[src/rtl/cnn_ctrl_pkg.sv]
`default_nettype none
// ============================================================================
// Module   : cnn_ctrl_pkg
// Purpose  : Shared types and constants for the convolution-engine control path.
// Revision : 1.0
// ============================================================================
package cnn_ctrl_pkg;

    typedef enum logic [1:0] {
        ST_IDLE  = 2'd0,
        ST_ISSUE = 2'd1,
        ST_HOLD  = 2'd2,
        ST_DRAIN = 2'd3
    } seq_state_t;

    // Memory read plus multiplier latency; the MAC array wrapper uses the same value.
    localparam int c_PIPE_LAT   = 4;
    localparam int c_OUT_WIDTH  = 8;
    localparam int c_KERNEL     = 5;
    localparam int c_IN_MAPS    = 5;
    localparam int c_OUT_GROUPS = 2;

    // Index width for an extent of n, never narrower than one bit.
    function automatic int idx_w(input int n);
        return (n > 1) ? $clog2(n) : 1;
    endfunction

    localparam int c_MAP_W = idx_w(c_IN_MAPS);
    localparam int c_KER_W = idx_w(c_KERNEL);
    localparam int c_PIX_W = idx_w(c_OUT_WIDTH);
    localparam int c_GRP_W = idx_w(c_OUT_GROUPS);

endpackage : cnn_ctrl_pkg
`default_nettype wire

[src/rtl/ctrl_delay_line.sv]
`default_nettype none
// ============================================================================
// Module   : ctrl_delay_line
// Purpose  : Shift register for control strobes; every stage is exposed as a tap.
// Revision : 1.0
// ============================================================================
module ctrl_delay_line #(
    parameter int DEPTH = 5,
    parameter int WIDTH = 2
) (
    input  logic                          clock,
    input  logic                          reset,
    input  logic                          clear,
    input  logic [WIDTH-1:0]              din,
    output logic [DEPTH-1:0][WIDTH-1:0]   taps
);

    logic [DEPTH-1:0][WIDTH-1:0] r_stage;

    always_ff @(posedge clock or posedge reset) begin
        if (reset) begin
            r_stage <= '0;
        end else if (clear) begin
            r_stage <= '0;
        end else begin
            r_stage[0] <= din;
            for (int i = 1; i < DEPTH; i++) begin
                r_stage[i] <= r_stage[i-1];
            end
        end
    end

    assign taps = r_stage;

endmodule : ctrl_delay_line
`default_nettype wire

[src/rtl/conv_layer_sequencer.sv]
`default_nettype none
// ============================================================================
// Module   : conv_layer_sequencer
// Purpose  : Walks groups/rows/cols/maps/kernel taps, one MAC slot per cycle.
// Revision : 1.0
// ============================================================================
module conv_layer_sequencer
    import cnn_ctrl_pkg::*;
#(
    parameter int OUT_WIDTH  = c_OUT_WIDTH,
    parameter int KERNEL     = c_KERNEL,
    parameter int IN_MAPS    = c_IN_MAPS,
    parameter int OUT_GROUPS = c_OUT_GROUPS,
    parameter int PIPE_LAT   = c_PIPE_LAT
) (
    input  logic                            clock,
    input  logic                            reset,
    input  logic                            start,
    input  logic                            abort,
    input  logic                            out_ready,
    output logic                            busy,
    output logic                            done,
    output logic                            mem_rden,
    output logic [idx_w(IN_MAPS)-1:0]       map_sel,
    output logic [idx_w(KERNEL)-1:0]        k_row,
    output logic [idx_w(KERNEL)-1:0]        k_col,
    output logic [idx_w(OUT_WIDTH)-1:0]     o_row,
    output logic [idx_w(OUT_WIDTH)-1:0]     o_col,
    output logic [idx_w(OUT_GROUPS)-1:0]    o_grp,
    output logic                            accum_sload,
    output logic                            result_valid
);

    localparam int c_MW = idx_w(IN_MAPS);
    localparam int c_KW = idx_w(KERNEL);
    localparam int c_PW = idx_w(OUT_WIDTH);
    localparam int c_GW = idx_w(OUT_GROUPS);
    localparam int c_DW = idx_w(PIPE_LAT + 1);

    localparam logic [c_MW-1:0] c_MAP_LAST   = c_MW'(IN_MAPS - 1);
    localparam logic [c_KW-1:0] c_K_LAST     = c_KW'(KERNEL - 1);
    localparam logic [c_PW-1:0] c_PIX_LAST   = c_PW'(OUT_WIDTH - 1);
    localparam logic [c_GW-1:0] c_GRP_LAST   = c_GW'(OUT_GROUPS - 1);
    localparam logic [c_DW-1:0] c_DRAIN_LAST = c_DW'(PIPE_LAT);

    seq_state_t        r_state;
    seq_state_t        w_next_state;
    logic [c_KW-1:0]   r_k_col;
    logic [c_KW-1:0]   r_k_row;
    logic [c_MW-1:0]   r_map_sel;
    logic [c_PW-1:0]   r_o_col;
    logic [c_PW-1:0]   r_o_row;
    logic [c_GW-1:0]   r_o_grp;
    logic [c_DW-1:0]   r_drain_cnt;
    logic              r_done;

    logic w_kc_last, w_kr_last, w_map_last, w_oc_last, w_or_last, w_og_last;
    logic w_slot_first, w_slot_last, w_layer_last;
    logic w_issue, w_advance, w_drain_last;
    logic [PIPE_LAT:0][1:0] w_taps;
    logic w_unused_taps;

    assign w_kc_last    = (r_k_col == c_K_LAST);
    assign w_kr_last    = (r_k_row == c_K_LAST);
    assign w_map_last   = (r_map_sel == c_MAP_LAST);
    assign w_oc_last    = (r_o_col == c_PIX_LAST);
    assign w_or_last    = (r_o_row == c_PIX_LAST);
    assign w_og_last    = (r_o_grp == c_GRP_LAST);
    assign w_slot_first = (r_k_col == '0) && (r_k_row == '0) && (r_map_sel == '0);
    assign w_slot_last  = w_kc_last && w_kr_last && w_map_last;
    assign w_layer_last = w_slot_last && w_oc_last && w_or_last && w_og_last;
    assign w_issue      = (r_state == ST_ISSUE);
    assign w_drain_last = (r_drain_cnt == c_DRAIN_LAST);

    // A stalled pixel boundary keeps its last-slot indices until HOLD releases.
    assign w_advance = (w_issue && (!w_slot_last || out_ready || w_layer_last))
                    || ((r_state == ST_HOLD) && out_ready);

    always_ff @(posedge clock or posedge reset) begin
        if (reset) begin
            r_state <= ST_IDLE;
        end else begin
            r_state <= w_next_state;
        end
    end

    always_comb begin
        w_next_state = r_state;
        case (r_state)
            ST_IDLE: begin
                if (start) w_next_state = ST_ISSUE;
            end
            ST_ISSUE: begin
                if (w_layer_last)                   w_next_state = ST_DRAIN;
                else if (w_slot_last && !out_ready) w_next_state = ST_HOLD;
            end
            ST_HOLD: begin
                if (out_ready) w_next_state = ST_ISSUE;
            end
            ST_DRAIN: begin
                if (w_drain_last) w_next_state = ST_IDLE;
            end
            default: w_next_state = ST_IDLE;
        endcase
        if (abort) w_next_state = ST_IDLE;
    end

    always_ff @(posedge clock or posedge reset) begin
        if (reset) begin
            r_k_col   <= '0;
            r_k_row   <= '0;
            r_map_sel <= '0;
            r_o_col   <= '0;
            r_o_row   <= '0;
            r_o_grp   <= '0;
        end else if (abort) begin
            r_k_col   <= '0;
            r_k_row   <= '0;
            r_map_sel <= '0;
            r_o_col   <= '0;
            r_o_row   <= '0;
            r_o_grp   <= '0;
        end else if (w_advance) begin
            r_k_col <= w_kc_last ? '0 : r_k_col + 1'b1;
            if (w_kc_last)
                r_k_row <= w_kr_last ? '0 : r_k_row + 1'b1;
            if (w_kc_last && w_kr_last)
                r_map_sel <= w_map_last ? '0 : r_map_sel + 1'b1;
            if (w_slot_last)
                r_o_col <= w_oc_last ? '0 : r_o_col + 1'b1;
            if (w_slot_last && w_oc_last)
                r_o_row <= w_or_last ? '0 : r_o_row + 1'b1;
            if (w_slot_last && w_oc_last && w_or_last)
                r_o_grp <= w_og_last ? '0 : r_o_grp + 1'b1;
        end
    end

    always_ff @(posedge clock or posedge reset) begin
        if (reset) begin
            r_drain_cnt <= '0;
            r_done      <= 1'b0;
        end else begin
            if (abort || (r_state != ST_DRAIN)) r_drain_cnt <= '0;
            else                                r_drain_cnt <= r_drain_cnt + 1'b1;
            r_done <= !abort && (r_state == ST_DRAIN) && w_drain_last;
        end
    end

    // Bit 0 carries first-slot, bit 1 last-slot; one extra stage aligns the result strobe.
    ctrl_delay_line #(
        .DEPTH (PIPE_LAT + 1),
        .WIDTH (2)
    ) u_delay_line (
        .clock (clock),
        .reset (reset),
        .clear (abort),
        .din   ({w_issue && w_slot_last, w_issue && w_slot_first}),
        .taps  (w_taps)
    );

    assign w_unused_taps = ^w_taps;

    always_comb begin
        busy         = (r_state != ST_IDLE);
        done         = r_done;
        mem_rden     = w_issue;
        map_sel      = r_map_sel;
        k_row        = r_k_row;
        k_col        = r_k_col;
        o_row        = r_o_row;
        o_col        = r_o_col;
        o_grp        = r_o_grp;
        accum_sload  = w_taps[PIPE_LAT-1][0];
        result_valid = w_taps[PIPE_LAT][1];
    end

endmodule : conv_layer_sequencer
`default_nettype wire

[config.mk]
export PLATFORM = sky130hd
export DESIGN_NAME = conv_layer_sequencer
export DESIGN_NICKNAME = d
export VERILOG_FILES = /design/src/rtl/cnn_ctrl_pkg.sv /design/src/rtl/ctrl_delay_line.sv /design/src/rtl/conv_layer_sequencer.sv
export SDC_FILE = /design/constraint.sdc
export NUM_CORES = 1
export LEC_CHECK = 0
export CELL_PAD_IN_SITES_DETAIL_PLACEMENT = 0
export CELL_PAD_IN_SITES_GLOBAL_PLACEMENT = 2
export CORE_MARGIN = 5
export CORE_UTILIZATION = 34
export CTS_BUF_LIST = sky130_fd_sc_hd__clkbuf_8
export DETAILED_ROUTE_END_ITERATION = 12
export PLACE_DENSITY = 0.84
export SETUP_SLACK_MARGIN = 0.4
export SLEW_MARGIN = 20
export SYNTH_ARGS = -nofsm -noshare
export SYNTH_HDL_FRONTEND = slang
export SYNTH_SLANG_ARGS = --single-unit
[constraint.sdc]
create_clock -name clock -period 2.4 [get_ports clock]
set_input_delay 0.48 -clock clock [delete_from_list [all_inputs] [get_ports clock]]
set_output_delay 0.48 -clock clock [all_outputs]
set_load 0.1 [all_outputs]
==> results of run 1 <==
## worst min-delay path by stage
| stage | to | slack, ps | cells after the start |
|---|---|---|---|
| after detailed placement | u_delay_line.taps[6]$_DFF_PP0_ | 450 | 1 |
| after global routing | u_delay_line.taps[3]$_DFF_PP0_ | 480 | 1 |
| final | u_delay_line.taps[6]$_DFF_PP0_ | 470 | 1 |
| after floorplan | r_drain_cnt[0]$_DFF_PP0_ | 430 | 1 |
| after global placement | r_drain_cnt[0]$_DFF_PP0_ | 440 | 1 |
| after CTS | u_delay_line.taps[6]$_DFF_PP0_ | 470 | 1 |
## metal layers
metal | share of wire, % | track usage (%) | wire length (um) | vias up
met5 | 0 | 0 | 0 | -
met4 | 1.0 | 4.30 | 38 | 0
met3 | 5.0 | 4.76 | 192 | 9
met2 | 50 | 22.5 | 1900 | 40
met1 | 44 | 15.5 | 1690 | 672
li1 | - | - | - | 646
## stage by stage
| stage | setup slack, ps | area (um2) | cells | util, % |
|---|---|---|---|---|
| after floorplan | 402 | 1730 | 164 | - |
| after global placement | 209 | 2000 | 241 | 42.6 |
| after detailed placement | 133 | 2000 | 241 | 42.6 |
| after CTS | 426 | 2090 | 249 | 44.5 |
| after global routing | 424 | 2100 | 249 | 44.8 |
| final | 479 | 2100 | 249 | 44.8 |
## layout by cell type, fill, tap and decap left out, types with 3 or more instances in the layout
cell | synthesis | final
or4_1 | 3 | 3
buf_4 | 0 | 23
ha_1 | 12 | 7
o21ai_0 | 11 | 11
nand2_1 | 7 | 6
nor2b_1 | 8 | 8
and2_1 | 4 | 3
inv_1 | 11 | 10
dfrtp_2 | 0 | 11
clkdlybuf4s50_1 | 0 | 3
nor2_1 | 7 | 7
dfrtp_1 | 31 | 15
a21oi_1 | 19 | 19
ha_4 | 0 | 5
nand3_1 | 12 | 12
nand4_1 | 6 | 6
nor3_1 | 6 | 6
o31ai_1 | 5 | 5
dfrtp_4 | 0 | 5
clkbuf_8 | 0 | 5
## sequential cells by signal (all words and copies together), names as in the netlist
| register | flops |
|---|---|
| done | 1 |
| k_col | 3 |
| o_grp | 1 |
| k_row | 3 |
| r_state | 2 |
| o_col | 3 |
| r_drain_cnt | 3 |
| u_delay_line.taps | 9 |
| map_sel | 3 |
| o_row | 3 |
## final cells by class
class	instances	area, um2	share of cell area, %
Timing Repair Buffer	28	235	11.2
Inverter	12	50.0	2.38
Clock buffer	5	68.8	3.27
Sequential cell	31	808	38.4
Multi-Input combinational cell	116	853	40.6
Tap cell	54	67.6	3.21
Clock inverter	3	20.0	0.952
## worst reg2reg max path: cells and delay by family (launching register included)
family,cells,cell delay [ps]
adders and majority gates,2,350
and+or+nand+nor,2,280
AOI/OAI and AO/OA,1,210
muxes,1,460
DFF,1,500
## where the power goes
part | internal [mW] | switching (mW) | total (mW)
registers | 0.529 | 0.00524 | 0.534
logic | 0.0349 | 0.0842 | 0.119
clock network | 0.201 | 0.206 | 0.407
## kinds of logic after synthesis
logic type | Yosys count
buffers and inverters | 17
AND/OR/NAND/NOR | 62
multiplexers | 1
adder cells (fa/ha/maj) | 12
flip-flops | 31
AO/OA/AOI/OAI | 40
XOR/XNOR | 1
==> impl_metrics.ini, run 1 <==
[floorplan]
dieHeight_um = 79.1
dieWidth_um = 79.1
num_rows = 25
start_util_pct = 34.6
dieArea_mm2 = 0.00626
ios = 26
fp.coreArea_mm2 = 0.00469

[setup_path]
rrSetupSlack_ps = 480
cp.required_ps = 2580
path_class = reg2reg
endpoint = r_state[0]$_DFFE_PP0P_
cp-start-kind = flop
startpoint = o_row[1]$_DFFE_PP0P_
worst-path-stages = 6
crit_family = flip-flops
rr_endpoint = r_state[0]$_DFFE_PP0P_
cp_max_fo = 7
crit_arrival_ps = 2100
reg2reg_depth = 6
cp_common_cell = ha_4
worstReg2RegStart = o_row[1]$_DFFE_PP0P_
slowest_stage = dfrtp_4
path_cells = ha_4, ha_4, a31oi_4, nand3_4, mux4_2, and2_1
crit_path_end_kind = flop
critPathMaxStageDelay_ps = 500
cp_num_buf_inv = 0

[synthesis]
synth_top_area_share_pct = 47.8
synth_common_cells = dfrtp_1 (31), a21oi_1 (19), ha_1 (12), nand3_1 (12)
syn-mean-instance-area_um2 = 9.90
synthXorXnorAreaFrac_pct = 0.539
synth_warnings = 0
muxShareOfSynthArea_pct = 1.39
ys.flop_type = dfrtp_1
syn_area_mm2 = 0.00162
yosys-top-cells-area = dfrtp_1 (48%), ha_1 (9.2%), a21oi_1 (5.9%)
synthCells = 164
synthAdderAreaFrac_pct = 9.24
syn-num-nets = 181
synth_top_family_by_area = simple AND/OR/NAND/NOR gates
yosysMostFrequentCell = dfrtp_1
yosysSeqAreaShare_pct = 47.8
yosysTopAreaCell = dfrtp_1
synth-compound-area-share_pct = 14.6
synthSimpleGateAreaFrac_pct = 21.7
yosysUniqueCellTypes = 32
async_flop_share_pct = 100
yosys_register_bits = 31
synth_edf_count = 0

[layout]
n_fill_cell = 430
num-nets-final = 211
area_growth_pct = 29.5
diodes = 0
drive_gt1_share_pct = 32.8

[route]
wl_per_cell_um = 15.3
drtIter0Drc = 81
ant_nets = 0
drc = 0
via_count = 1367
firstDrtPassIters = 4
avgViaCountPerCell = 5.49
wl_mm = 3.82

[job]
drv_cap = 0

[pwr]
p_leak_nw = 0.871
total_power_mw = 1.06
peakVddDrop_mv = 0.241
p_per_area_mw_per_mm2 = 504

[cts]
postCtsSetupRepairBufs = 0
ctsResizeCount = 0
cts_hold_buf = 0
htree_levels = 2
cts_buffers = 5
cts.root.buffer_cell = clkbuf_8
clk-insertion-delay-late_ps = 280
cts_sinks = 31
path_clk_slew_ps = 70
clk_path_buf_depth = 2
cts_tree = done

[sta]
timing.hold.ws_ps = 466
period_minus_slack_ps = 1920
finalSetupViolCount = 0
drv_slew = 0
period_share_pct = 80.0
grt_setup_unrepaired = false
hold_viol = 0
maxSlewHeadroom_pct = 63.3
fmax_ghz = 0.521
skew_ps = 4.91
fin_tns_setup_ps = 0
worst_pin_slew_ps = 544

[hold_path]
min_from = u_delay_line.taps[4]$_DFF_PP0_
hp-class = reg2reg

[placement]
port_buffers = 25
globalplace.congestion = 0.837
dpl.hpwl_mm = 2.76

[global_routing]
grt_pass1_vias = 1402
overflow = 0
antenna_found_initial = 0
grt_first_pass_wirelength_mm = 6.47
grt_start_max_net_pins = 32
track_usage_pct = 13.2

[outcome]
status = finished, final reports clean
No activity file was read; power rests on OpenSTA's default activity.
==> run 2: changes to the inputs <==
Clock period 2.4 ns to 1.9 ns, I/O delays scaled along.
==> run 2 against run 1 <==
  * Via count is 12% higher
  * Combinational power is 86% higher
  * Sequential power is 26% higher
  * Critical path depth stayed put
  * Count of clock-buffer cells in the layout stayed put
  * Register-to-register slack worse by 410 ps
  * Largest power group unchanged
  * Highest routed layer unchanged
==> impl_metrics.ini, run 2 (synthesized netlist as in run 1, its figures left out) <==
[outcome]
status = finished, final reports clean

[layout]
num-nets-final = 246
fin_util_pct = 59.9
final_common_cell = buf_4
largest_reg_flops = 9
layout_common_cells = buf_4 (31), buf_12 (19), a21oi_1 (18), dfrtp_1 (14), nand3_1 (11)
drive_gt1_share_pct = 53.9
diodes = 0
finalNonFillerCells = 284
area_growth_pct = 73.0

[placement]
globalplace.congestion = 0.821
dpl.hpwl_mm = 3.00
port_buffers = 25
placedCellCount = 253

[setup_path]
crit_arrival_ps = 2020
cp-start-kind = flop
cp_max_fo = 4
path_class = reg2reg
cp.required_ps = 2080
crit_path_end_kind = flop

[global_routing]
track_usage_pct = 15.1
antenna_found_initial = 0
grt_start_max_net_pins = 32
grt_pass1_vias = 1620
overflow = 0
grt_first_pass_wirelength_mm = 7.39

[pwr]
p_per_area_mw_per_mm2 = 553
power.share.switching_pct = 25.7
p_leak_nw = 1.14
p_switching_mw = 0.400
combPwrFrac_pct = 14.2
pwr-share-seq_pct = 43.4
p_int_mw = 1.15
total_power_mw = 1.55
clkPwrFrac_pct = 42.4
peakVddDrop_mv = 0.305

[sta]
finalSetupViolCount = 0
timing.hold.ws_ps = 463
period_minus_slack_ps = 1840
skew_ps = 9.07
fmax_ghz = 0.545
maxSlewHeadroom_pct = 73.1
period_share_pct = 96.6
worst_pin_slew_ps = 403
grt_setup_unrepaired = true
hold_viol = 0
drv_slew = 0

[route]
ant_nets = 0
firstDrtPassIters = 4
avgViaCountPerCell = 5.37
drtIter0Drc = 54
drc = 0
wl_per_cell_um = 15.6
wl_mm = 4.43
via_count = 1526

[cts]
htree_levels = 2
cts_tree = done
cts_sinks = 31
path_clk_slew_ps = 70
clk-insertion-delay-late_ps = 290
cts.root.buffer_cell = clkbuf_8
cts_buffers = 5
clk_path_buf_depth = 2
cts_hold_buf = 0

[hold_path]
hp-class = reg2reg

[floorplan]
dieHeight_um = 79.1
dieWidth_um = 79.1
num_rows = 25
ios = 26
dieArea_mm2 = 0.00626
start_util_pct = 34.6
fp.coreArea_mm2 = 0.00469

[job]
drv_cap = 0
run 2: layout make-up:
class                   count  area, um2
clock inverters             3       43.8
well taps                  54       67.6
multi-input cells         116       1000
flip-flops and latches     31        822
fillers                   385       1880
clock buffers               5       68.8
inverters                  12       52.6
repair buffers             63        754
run 2: critical path: stages (launching register included):
cell	delay, ps
dfrtp_4	500
ha_4	170
ha_4	180
a31oi_4	210
nand3_4	80
mux4_2	450
and2_4	140
run 2: power groups by stage:
stage | clock, mW | combinational, mW | sequential (mW)
floorplan | 0 | 0.0902 | 0.710
global placement | 0 | 0.177 | 0.690
detailed placement | 0 | 0.179 | 0.690
CTS | 0.666 | 0.195 | 0.675
global route | 0.700 | 0.236 | 0.675
finish | 0.659 | 0.221 | 0.674
run 2: path summary, 6_finish.rpt:
kind,depth (start not counted),endpoint,from,slack (ps)
max in group asynchronous,3,o_row[1]$_DFFE_PP0P_,reset,1090
worst max-delay path,6,r_state[0]$_DFFE_PP0P_,o_col[0]$_DFFE_PP0P_,60
min in group asynchronous,3,u_delay_line.taps[0]$_DFF_PP0_,reset,470
worst min-delay path,1,u_delay_line.taps[4]$_DFF_PP0_,u_delay_line.taps[2]$_DFF_PP0_,460
worst min register to register,1,u_delay_line.taps[4]$_DFF_PP0_,u_delay_line.taps[2]$_DFF_PP0_,460
worst max register to register,6,r_state[0]$_DFFE_PP0P_,o_col[0]$_DFFE_PP0P_,60
run 2: timing repair:
action                                  CTS  global route
endpoints found under the setup margin   20            24
resized for setup                        32            15
setup buffers                            14             9
pin swaps                                23            11
run 2: routing by layer:
layer  GRT usage (%)  part of all wire [%]  up-vias
met5               0                     0        -
met4            6.87                   2.2        0
met3            4.99                   4.7       10
met2            26.7                    54       39
met1            16.4                    39      763
li1                -                     -      714
run 2: metrics by stage:
| step | area, um2 | setup TNS (ps) | setup WS (ps) |
|---|---|---|---|
| after floorplan | 1780 | -229 | -97.5 |
| after global placement | 2360 | -73.1 | -51.8 |
| after detailed placement | 2360 | -339 | -95.3 |
| after CTS | 2680 | 0 | 74.5 |
| after global routing | 2810 | 0 | 5.12 |
| final | 2810 | 0 | 64.7 |
==> run 3: changes to the inputs <==
Settings changed: CELL_PAD_IN_SITES_DETAIL_PLACEMENT 0 to unset, CELL_PAD_IN_SITES_GLOBAL_PLACEMENT 2 to unset, CORE_MARGIN 5 to 2, CORE_UTILIZATION 34 to 55, PLACE_DENSITY 0.84 to 0.86, SLEW_MARGIN 20 to unset.
==> run 3 against run 2 <==
  * The flow now stops in global routing (5_1_grt)
  * Area after synthesis is the same
  * Synthesized cell count is the same
==> impl_metrics.ini, run 3 <==
[synthesis]
synth-compound-area-share_pct = 14.6
yosysUniqueCellTypes = 32
syn-num-nets = 181
synthSimpleGateAreaFrac_pct = 21.7
synth_warnings = 0
yosys-top-cells-area = dfrtp_1 (48%), ha_1 (9.2%), a21oi_1 (5.9%)
muxShareOfSynthArea_pct = 1.39
ys.flop_type = dfrtp_1
synth_common_cells = dfrtp_1 (31), a21oi_1 (19), ha_1 (12), nand3_1 (12)
synthCells = 164
synthXorXnorAreaFrac_pct = 0.539
yosysSeqAreaShare_pct = 47.8
synth_top_area_share_pct = 47.8
yosys_register_bits = 31
synth_edf_count = 0
syn-mean-instance-area_um2 = 9.90
syn_area_mm2 = 0.00162
yosysMostFrequentCell = dfrtp_1
synth_top_family_by_area = simple AND/OR/NAND/NOR gates
synthAdderAreaFrac_pct = 9.24
async_flop_share_pct = 100
yosysTopAreaCell = dfrtp_1

[floorplan]
num_rows = 19
start_util_pct = 58.4
dieWidth_um = 58.3
dieHeight_um = 58.3
ios = 26

[placement]
dp_slack_ps = -127
port_buffers = 25
globalplace.congestion = 0.910
dpl.hpwl_mm = 2.92

[cts]
clk_path_buf_depth = 2
cts_buffers = 5
htree_levels = 2
cts_sinks = 31
cts.root.buffer_cell = clkbuf_8

[outcome]
status = did not finish
error = [ERROR DPL-0038] Utilization greater than 100%, impossible to legalize
stop_stage = global routing (5_1_grt)

[global_routing]
grt_start_max_net_pins = 32

[sta]
endpoint_type = sequential cell input
worst_endpoint = r_state[0]$_DFFE_PP0P_/D
run 3: kinds of logic after synthesis:
| kind of cell | after synthesis |
|---|---|
| AO/OA/AOI/OAI | 40 |
| XOR/XNOR | 1 |
| adder cells (fa/ha/maj) | 12 |
| buffers and inverters | 17 |
| flip-flops | 31 |
| multiplexers | 1 |
| AND/OR/NAND/NOR | 62 |
run 3: timing repair:
action,in CTS
endpoints found under the setup margin,20
hold buffers,0
buffers inserted,12
resized for setup,33
pin swaps,21
run 3: per-stage QoR:
step	TNS [ps]	instances	instance area (um2)
2_1_floorplan	-229	164	1780
3_3_place_gp	-91.4	230	2330
3_5_place_dp	-454	230	2330
4_1_cts	0	250	2640
==> run 4: changes to the inputs <==
Settings changed: CORE_UTILIZATION 55 to 40, CTS_BUF_LIST sky130_fd_sc_hd__clkbuf_8 to unset, PLACE_DENSITY 0.86 to unset, PLACE_DENSITY_LB_ADDON set to 0.15, SETUP_SLACK_MARGIN 0.4 to unset.
==> run 4 against run 3 <==
  * The run now ends clean
==> impl_metrics.ini, run 4 (synthesized netlist as in run 1, its figures left out) <==
[outcome]
status = finished, final reports clean

[layout]
diodes = 0
area_growth_pct = 53.4
layout_common_cells = buf_4 (23), a21oi_1 (19), buf_12 (18), dfrtp_1 (15), nand3_1 (12)
drive_gt1_share_pct = 37.7
multi_input_area_um2 = 865
largest_reg_flops = 9
final_common_cell = buf_4
fin_util_pct = 63.2
num-nets-final = 228
n_fill_cell = 312
finalNonFillerCells = 262
register_area_um2 = 808

[cts]
cts_sinks = 31
cts_buffers = 5
path_clk_slew_ps = 70
clk_path_buf_depth = 2
cts.root.buffer_cell = clkbuf_8
cts_tree = done
clk-insertion-delay-late_ps = 280
htree_levels = 2

[global_routing]
grt_first_pass_wirelength_mm = 6.48
grt_pass1_vias = 1470
track_usage_pct = 19.2
antenna_found_initial = 0
overflow = 0
grt_start_max_net_pins = 32

[setup_path]
critPathMaxStageDelay_ps = 500
crit_arrival_ps = 2020
path_cells = ha_4, ha_4, a31oi_4, nand3_4, mux4_2, and2_1
cp-start-kind = flop
crit_family = flip-flops
cp_common_cell = ha_4
slowest_stage = dfrtp_4
path_class = reg2reg
cp.required_ps = 2070
cp_num_buf_inv = 0
crit_path_end_kind = flop
cp_max_fo = 6

[pwr]
peakVddDrop_mv = 0.515
p_leak_nw = 1.02
p_per_area_mw_per_mm2 = 648

[floorplan]
start_util_pct = 41.2
num_rows = 23
ios = 26
dieWidth_um = 67.7
dieHeight_um = 67.7
dieArea_mm2 = 0.00459
fp.coreArea_mm2 = 0.00394

[route]
wl_mm = 3.78
avgViaCountPerCell = 5.37
ant_nets = 0
wl_per_cell_um = 14.4
firstDrtPassIters = 4
drc = 0
drtIter0Drc = 77
via_count = 1408

[placement]
dpl.hpwl_mm = 2.80
port_buffers = 25
globalplace.congestion = 0.827
placedCellCount = 247

[sta]
drv_slew = 0
period_share_pct = 97.4
fin_tns_setup_ps = 0
timing.hold.ws_ps = 465
worst_pin_slew_ps = 391
maxSlewHeadroom_pct = 73.9
period_minus_slack_ps = 1850
finalSetupViolCount = 0
fmax_ghz = 0.541
skew_ps = 6.31
hold_viol = 0

[hold_path]
hp-class = reg2reg

[job]
drv_cap = 0
## run 4: timing repair
action	4_1_cts	5_1_grt
gates resized for setup	0	3
setup endpoints to repair	0	14
buffers inserted	0	7
hold buffers	0	0
## run 4: worst reg2reg max path: stages (launching register included)
cell and delay [ps]:
dfrtp_4 500, ha_4 170, ha_4 190, a31oi_4 220, nand3_4 80, mux4_2 440, and2_1 150
## run 4: path summary, 6_finish.rpt
check	slack (ps)	endpoint	startpoint	cells after the start
setup / recovery	50	r_state[0]$_DFFE_PP0P_	o_col[0]$_DFFE_PP0P_	6
hold / removal	460	u_delay_line.taps[2]$_DFF_PP0_	u_delay_line.taps[0]$_DFF_PP0_	1
setup reg to reg	50	r_state[0]$_DFFE_PP0P_	o_col[0]$_DFFE_PP0P_	6
hold reg to reg	460	u_delay_line.taps[2]$_DFF_PP0_	u_delay_line.taps[0]$_DFF_PP0_	1
max in group asynchronous	1120	o_row[1]$_DFFE_PP0P_	reset	3
min in group asynchronous	470	r_drain_cnt[1]$_DFF_PP0_	reset	3
## run 4: cell type report
class	count	area share, %
clock buffer	6	2.91
clock inverter	2	2.41
inverter	12	2.01
multi-input combinational	116	34.7
sequential	31	32.4
tap	50	2.51
timing repair buffer	45	23.0
## run 4: where the power goes
part	internal [mW]	total [mW]	leakage, nW	switching [mW]
logic	0.0654	0.173	0.552	0.107
registers	0.668	0.677	0.402	0.00856
clock network	0.524	0.765	0.0654	0.242
## run 4: metrics by stage
stage / cell area [um2] / setup slack (ps) / power (mW)
after floorplan: 1730 / -97.5 / 0.794
after global placement: 2290 / -60.1 / 0.854
after detailed placement: 2290 / -117 / 0.857
after CTS: 2420 / 26.3 / 1.63
after global routing: 2490 / -3.21 / 1.67
final: 2490 / 50.0 / 1.61
## run 4: metal layers
| metal | track usage (%) | part of all wire [%] | vias up |
|---|---|---|---|
| met5 | 0 | 0 | - |
| met4 | 6.12 | 1.3 | 0 |
| met3 | 5.67 | 4.1 | 5 |
| met2 | 33.8 | 52 | 28 |
| met1 | 22.1 | 42 | 691 |
| li1 | - | - | 684 |
